File: config.mk
export PLATFORM = sky130hd
export DESIGN_NAME = reset_release_sequencer
export DESIGN_NICKNAME = d
export VERILOG_FILES = /design/src/rtl/kanagawa_reset_pkg.sv /design/src/rtl/reset_pulse_stretcher.sv /design/src/rtl/reset_release_sequencer.sv
export SDC_FILE = /design/constraint.sdc
export NUM_CORES = 1
export LEC_CHECK = 0
export CAP_MARGIN = 10
export CORE_MARGIN = 1.5
export CORE_UTILIZATION = 40
export DETAILED_ROUTE_END_ITERATION = 10
export DONT_BUFFER_PORTS = 1
export PLACE_DENSITY = 0.62
export SYNTH_ARGS = -nofsm -noshare
export SYNTH_HDL_FRONTEND = slang
export SYNTH_SLANG_ARGS = --single-unit
export TNS_END_PERCENT = 10
File: constraint.sdc
create_clock -name clk -period 3.05 [get_ports clk]
set_input_delay 0.61 -clock clk [delete_from_list [all_inputs] [get_ports clk]]
set_output_delay 0.61 -clock clk [all_outputs]
set_load 0.005 [all_outputs]
File: src/rtl/kanagawa_reset_pkg.sv
// Shared types and helpers for the reset release sequencer and its pulse stretchers.
package kanagawa_reset_pkg;

   typedef enum logic [1:0] {
      ASSERT  = 2'd0,
      HOLD    = 2'd1,
      STAGGER = 2'd2,
      RUN     = 2'd3
   } reset_seq_state_t;

   function automatic int count_width(input int max);
      return $clog2(max + 1);
   endfunction

endpackage

File: src/rtl/reset_pulse_stretcher.sv
// Retriggerable soft-reset pulse generator for one channel.
// A request reloads the counter, so back-to-back requests extend the pulse rather than queue.
module reset_pulse_stretcher
   import kanagawa_reset_pkg::*;
#(
   parameter int PULSE_CYCLES = 8
) (
   input  logic clk,
   input  logic rst_n,
   input  logic enable,
   input  logic req,
   output logic active
);

   localparam int CW = count_width(PULSE_CYCLES);

   logic [CW-1:0] cnt_q;
   logic [CW-1:0] cnt_d;

   always_comb begin
      cnt_d = cnt_q;
      if (enable && req) begin
         cnt_d = CW'(PULSE_CYCLES);
      end else if (cnt_q != '0) begin
         cnt_d = cnt_q - 1'b1;
      end
   end

   always_ff @(posedge clk) begin
      if (!rst_n) begin
         cnt_q <= '0;
      end else begin
         cnt_q <= cnt_d;
      end
   end

   assign active = (cnt_q != '0);

endmodule

File: src/rtl/reset_release_sequencer.sv
// Staggered multi-channel reset release with per-channel soft-reset pulses.
// Optional KANAGAWA_RESET_X_MASK_EN: simulation treats X/Z on rst_n as low and on requests as 0.
module reset_release_sequencer
   import kanagawa_reset_pkg::*;
#(
   parameter int NUM_CHANNELS   = 4,
   parameter int HOLD_CYCLES    = 16,
   parameter int STAGGER_CYCLES = 4,
   parameter int PULSE_CYCLES   = 8
) (
   input  logic                    clk,
   input  logic                    rst_n,
   input  logic [NUM_CHANNELS-1:0] chan_reset_req,
   output logic [NUM_CHANNELS-1:0] reset_out,
   output logic                    all_released
);

   localparam int HW = count_width(HOLD_CYCLES);
   localparam int SW = count_width(STAGGER_CYCLES);
   localparam int IW = count_width(NUM_CHANNELS);

   logic                    rst_n_m;
   logic [NUM_CHANNELS-1:0] req_m;

`ifdef KANAGAWA_RESET_X_MASK_EN
   always_comb begin
      rst_n_m = (rst_n === 1'b1);
      for (int i = 0; i < NUM_CHANNELS; i++) begin
         req_m[i] = (chan_reset_req[i] === 1'b1);
      end
   end
`else
   assign rst_n_m = rst_n;
   assign req_m   = chan_reset_req;
`endif

   reset_seq_state_t        state_q, state_d;
   logic [HW-1:0]           hold_cnt_q, hold_cnt_d;
   logic [SW-1:0]           stag_cnt_q, stag_cnt_d;
   logic [IW-1:0]           chan_idx_q, chan_idx_d;
   logic [NUM_CHANNELS-1:0] released_q, released_d;
   logic [NUM_CHANNELS-1:0] pulse_active;

   always_comb begin
      state_d    = state_q;
      hold_cnt_d = hold_cnt_q;
      stag_cnt_d = stag_cnt_q;
      chan_idx_d = chan_idx_q;
      released_d = released_q;
      case (state_q)
         ASSERT: begin
            state_d    = HOLD;
            hold_cnt_d = HW'(HOLD_CYCLES - 1);
            chan_idx_d = '0;
            released_d = '0;
         end
         HOLD: begin
            if (hold_cnt_q == '0) begin
               released_d[0] = 1'b1;
               if (NUM_CHANNELS == 1) begin
                  state_d = RUN;
               end else begin
                  state_d    = STAGGER;
                  stag_cnt_d = SW'(STAGGER_CYCLES - 1);
                  chan_idx_d = IW'(1);
               end
            end else begin
               hold_cnt_d = hold_cnt_q - 1'b1;
            end
         end
         STAGGER: begin
            if (stag_cnt_q == '0) begin
               for (int i = 0; i < NUM_CHANNELS; i++) begin
                  if (chan_idx_q == IW'(i)) begin
                     released_d[i] = 1'b1;
                  end
               end
               if (chan_idx_q == IW'(NUM_CHANNELS - 1)) begin
                  state_d    = RUN;
                  chan_idx_d = '0;
               end else begin
                  chan_idx_d = chan_idx_q + 1'b1;
                  stag_cnt_d = SW'(STAGGER_CYCLES - 1);
               end
            end else begin
               stag_cnt_d = stag_cnt_q - 1'b1;
            end
         end
         RUN: begin
            state_d = RUN;
         end
         default: begin
            state_d = ASSERT;
         end
      endcase
   end

   always_ff @(posedge clk) begin
      if (!rst_n_m) begin
         state_q    <= ASSERT;
         hold_cnt_q <= '0;
         stag_cnt_q <= '0;
         chan_idx_q <= '0;
         released_q <= '0;
      end else begin
         state_q    <= state_d;
         hold_cnt_q <= hold_cnt_d;
         stag_cnt_q <= stag_cnt_d;
         chan_idx_q <= chan_idx_d;
         released_q <= released_d;
      end
   end

   // A channel only accepts soft resets once the sequencer has released it.
   generate
      for (genvar gi = 0; gi < NUM_CHANNELS; gi++) begin : g_chan
         reset_pulse_stretcher #(
            .PULSE_CYCLES(PULSE_CYCLES)
         ) u_stretch (
            .clk    (clk),
            .rst_n  (rst_n_m),
            .enable (released_q[gi]),
            .req    (req_m[gi]),
            .active (pulse_active[gi])
         );
      end
   endgenerate

   assign reset_out    = ~released_q | pulse_active;
   assign all_released = (state_q == RUN) && (pulse_active == '0);

endmodule

### After elaboration in Yosys (flattened, before gate mapping)

Index checks and enable logic that the tools add are counted.
Widths: inputs -> output; s select.

* bits in registers: 33
* bits in latches: 0
* memory bits (writable): 0
* bits in read-only memories: 0
* bits of input ports: 6
* output and inout bits: 5
* logic and storage cells: 104
* memories: 0

* add/sub/neg operators: 7
* $mul: 0
* div/mod/pow operators: 0
* magnitude comparators: 0
* equal/unequal tests: 14
* shift-type cells: 0
* multiplexer cells: 30
* bitwise logic cells: 3
* reductions and logical operators: 34

Operator list (count)
* $mux 4: 9
* $mux 3: 6
* $reduce_and 3->1: 6
* $reduce_bool 4->1: 4
* $sub 4x1->4 const B: 4
* $ne 2x2->1 const B: 7
* $reduce_bool 2->1: 7
* $pmux 3 s2: 2
* $pmux 5 s2: 1
* $pmux 3 s3: 1
* $pmux 2 s4: 1
* $reduce_or 2->1: 4
* $eq 3x2->1 const B: 2
* $logic_not 3->1: 2
* $mux 2: 3
* $logic_and 1x1->1: 5
* $logic_not 5->1: 1
* $mux 1: 5
* $mux 5: 1
* $sub 5x1->5 const B: 1
* $eq 2x2->1 const B: 2
* $logic_not 4->1: 1
* $not 4->4: 1
* $or 4x4->4: 1
* other kinds (11): 11

### Longest topological paths before layout

* depth in word-level cells: 4
* depth in mapped cells: 7
* mapped depth without buffers: 6

### Cells and area by module

A second synthesis with hierarchy kept.

* cell total of the unflattened synthesis: 207
* area, all modules: 1915.6 µm²

Modules (own cells, without submodules)
* reset_release_sequencer: instances 1, cells an instance 119, area each 1074.8 µm², seq. area each 340.3 µm²
* reset_pulse_stretcher: instances 4, cells an instance 22, area each 210.2 µm², seq. area each 80.1 µm²

### Worst setup path before layout

OpenSTA, ideal clock, no wires.

* path type: register to output
* start point: register g_chan[0].u_stretch.cnt_q[0]
* end point: output all_released
* arrival: 1.282 ns
* data required time: 2.440 ns
* setup slack: 1.158 ns
* cell stages (with the launch flop): 5
* path buffers: 0
* cell sequence: dfxtp_1 -> inv_1 -> ha_1 -> nor3b_1 -> and4_1

* cells in the longest elaborated chain, start to end: 3

RTL lines
* from (decl): line reset_pulse_stretcher.sv:17 `logic [CW-1:0] cnt_q;`
* from (signal assigned): line reset_pulse_stretcher.sv:33 `cnt_q <= cnt_d;`
* $reduce_bool 4->1: line reset_pulse_stretcher.sv:37 `assign active = (cnt_q != '0);`
* $logic_not 4->1: line reset_release_sequencer.sv:130 `assign all_released = (state_q == RUN) && (pulse_active == '0);`
* $logic_and 1x1->1: line reset_release_sequencer.sv:130
* to (decl): line reset_release_sequencer.sv:15 `output logic all_released`

Every way passes these cells.

### Worst setup path in the final report

Ends and elaborated chain as after synthesis.

==> results by group <==
Run status
  – Outcome: finished, final reports clean

Synth
  – Ys Warns: 0
  – Yosys reg bits: 33
  – Synth Area per Inst: between 8 and 9 sq um
  – Register area share after synthesis: 0.374
  – Cell variety after synth: 33
  – Gate Count Post-Synth: 202
  – Synth Cell Area: 1770 sq um
  – Syn Nets: 230

Cells and area
  – Syn-to-layout area delta: 7.58%
  – Final core occ: 0.462
  – Layout cell share with drive strength beyond 1: 0.0534
  – Final nets: around 230
  – N_diodes: 0

CTS
  – CTS tree: done
  – Clock latency at the later pin of the worst-skew pair: 0.28 ns
  – TritonCTS Buffers: 5
  – Clock buffer depth: 2
  – Num Clock Sinks: 33
  – Root buffer cell: clkbuf_8
  – Clock transition at path regs: about 0.060 ns
  – Post-CTS Resized: 0
  – H-tree levels: 2
  – # hold bufs at CTS: 0
  – Postcts setup bufs: 0

Critical path
  – Startpoint types: flip-flop
  – Buf/Inv on CP: 1
  – Crit-path max FO: 6
  – Worst path arrival time: 1.76 ns
  – Worst path slowest cell: nor3b_1
  – Worst reg2reg path depth: 6
  – WP data required: roughly 2.4 ns
  – Worst-path cell chain: inv_1, ha_1, nor3b_1, and4_1
  – End of the worst register-to-register path: released_q[0]$_SDFFE_PN0P_
  – Critical Path End Type: output pin
  – Worst flop-to-flop path startpoint: hold_cnt_q[0]$_SDFFE_PN0P_
  – Crit-path max cell delay: about 0.57 ns
  – R2R Setup Slk: 1.11 ns
  – Delay-heaviest family, CP: simple AND/OR/NAND/NOR gates
  – Crit path kind: reg -> out

Timing
  – Final period utilization: 0.775
  – Final worst path period need: 2.37 ns
  – Worst slew margin: 0.548
  – RSZ-0062 raised after global routing: false
  – Setup TNS Final: 0 ns
  – Final worst slack: a little under 0.7 ns
  – Tightest Pin Transition: just under 0.7 ns
  – Max Clk Rate: 423 MHz
  – Final setup vio count: 0
  – Final Hold Fails: 0
  – Max-slew violation count: 0
  – Max Clock Skew: 0.00675 ns

Die
  – Width of the die: 69.4 um
  – Die Area: 4820 sq um
  – Initial Util: 0.429
  – Core area: 4120 sq um
  – Row count: 23
  – Die Ht: around 69 um
  – IO Count: 11

Hold path
  – Hold path start: hold_cnt_q[4]$_SDFFE_PN0P_
  – Worst hold path class: reg -> reg
  – Hold depth: 2
  – Worst Hold Endpoint: hold_cnt_q[4]$_SDFFE_PN0P_

Global route
  – First-pass GRT wire length: 5.54 mm
  – Grt ovf: 0
  – Antenna violations before repair: 0
  – Total global-route track usage: 0.143
  – Vias in the first global route: 1,257
  – Pin count of the biggest net entering global routing: 15

Routing
  – Total Wirelength: 3.13 mm
  – Initial drt markers: 41
  – Via/cell ratio: 5.28
  – WL/cell: approximately 12 um
  – Via count: between 1k and 1.5k
  – First-pass DRT Iterations: 4
  – Antenna viol nets, final: 0
  – DRC viols: 0

Power and ir drop
  – PwrDens: ~1100 nW/um^2
  – Maximum vdd drop: 0.000407 V
  – P_leak: about 0.79 nW
  – Total Power: 2.06 mW

Placed design
  – Placed wire-length estimate: around 2.3 mm
  – PortBufs: 0
  – Final RePlAce weighted congestion: 0.769
  – Worst Setup Slack post-DPL: 0.982 ns

Run
  – Max cap viols: 0
[layout make-up]
class,count,area (sq um)
clock buffers,6,72.6
clock inverters,2,10.0
fillers,423,2220
inverters,20,75.1
multi-input cells,144,1010
flip-flops and latches,33,661
well taps,50,62.6
repair buffers,1,7.51
[synthesized netlist by cell type]
cell,number,area (sq um)
o221a_2,1,11.3
clkbuf_1,5,18.8
o211a_1,2,20.0
a311oi_1,4,35.0
a41oi_1,1,8.76
nand2_1,18,67.6
o21ai_0,2,10.0
nand3_1,3,15.0
o211ai_1,1,7.51
a22oi_1,1,7.51
xnor2_1,8,70.1
and2_0,1,6.26
and3_1,1,6.26
inv_1,20,75.1
and4_1,1,8.76
and2_1,4,25.0
nor3b_1,3,22.5
nor3_1,12,60.1
a41o_1,1,10.0
o2bb2ai_1,2,17.5
a211oi_1,8,60.1
nand2b_1,4,25.0
or4bb_1,1,11.3
a221oi_4,1,26.3
nor2b_1,1,6.26
or3_1,4,25.0
ha_1,22,275
nand4_1,1,6.26
nor2_1,18,67.6
or4b_4,1,13.8
o21ai_1,1,5.00
dfxtp_1,33,661
a21oi_1,16,80.1
[power by group]
part / total, mW / internal [mW] / switching [mW]
Combinational: 1.03 / 0.460 / 0.570
Sequential: 0.716 / 0.590 / 0.127
Clock: 0.311 / 0.158 / 0.153
Total: 2.06 / 1.21 / 0.849
[state kept, by name (all words and copies together) (netlist names)]
name / flops
stag_cnt_q: 3
released_q: 4
hold_cnt_q: 5
state_q: 2
g_chan.u_stretch.cnt_q: 16
chan_idx_q: 3
[how the worst max path moves through the flow]
stage	start	endpoint	slack, ns	cells after the start
floorplan	g_chan[0].u_stretch.cnt_q[0]$_SDFFE_PP0P_	all_released	1.16	4
CTS	g_chan[0].u_stretch.cnt_q[0]$_SDFFE_PP0P_	all_released	0.67	4
global route	g_chan[0].u_stretch.cnt_q[0]$_SDFFE_PP0P_	all_released	0.47	4
detailed placement	g_chan[0].u_stretch.cnt_q[0]$_SDFFE_PP0P_	all_released	0.98	4
finish	g_chan[0].u_stretch.cnt_q[0]$_SDFFE_PP0P_	all_released	0.68	4
global placement	g_chan[0].u_stretch.cnt_q[0]$_SDFFE_PP0P_	all_released	1.05	4
[cells in the final DEF (no fill, tap or decap), types with 2 or more instances in the layout]
cell	count
a21oi_1	16
a311oi_1	4
inv_1	20
nor3b_1	3
and2_1	4
or3_1	4
xnor2_1	8
dfxtp_1	33
nor2_1	18
nand3_1	3
a211oi_1	8
o21ai_0	2
clkinv_2	2
o2bb2ai_1	2
clkbuf_8	5
nor3_1	12
o211a_1	2
nand2b_1	4
ha_1	22
nand2_1	18
[tightest hold or removal path: cells and delay by family (launching register included)]
family	cells	cell delay, ns
AO/OA/AOI/OAI	1	0.03
flip-flops	1	0.31
AND/OR/NAND/NOR	1	0.05
[routing by layer]
layer	share of wire	up-vias	routed length (um)	global-route usage
li1	-	708	-	-
met1	0.50	623	1570	0.174
met2	0.45	13	1420	0.226
met3	0.027	7	84	0.0451
met4	0.020	0	63	0.0719
met5	0	-	0	0
[metrics by stage]
step	cells	area (sq um)	hold slack, ns
finish	256	1900	0.435
global placement	248	1820	0.436
floorplan	202	1770	0.415
global route	256	1900	0.435
detailed placement	248	1820	0.431
CTS	256	1900	0.436
[cell families after synthesis]
group                    after synthesis  synth area share
AO/OA/AOI/OAI                         41             0.169
XOR/XNOR                               8            0.0397
adder cells (fa/ha/maj)               22             0.156
buffers and inverters                 25            0.0532
flip-flops                            33             0.374
AND/OR/NAND/NOR                       73             0.208
Power figures use the tool's default switching activity.
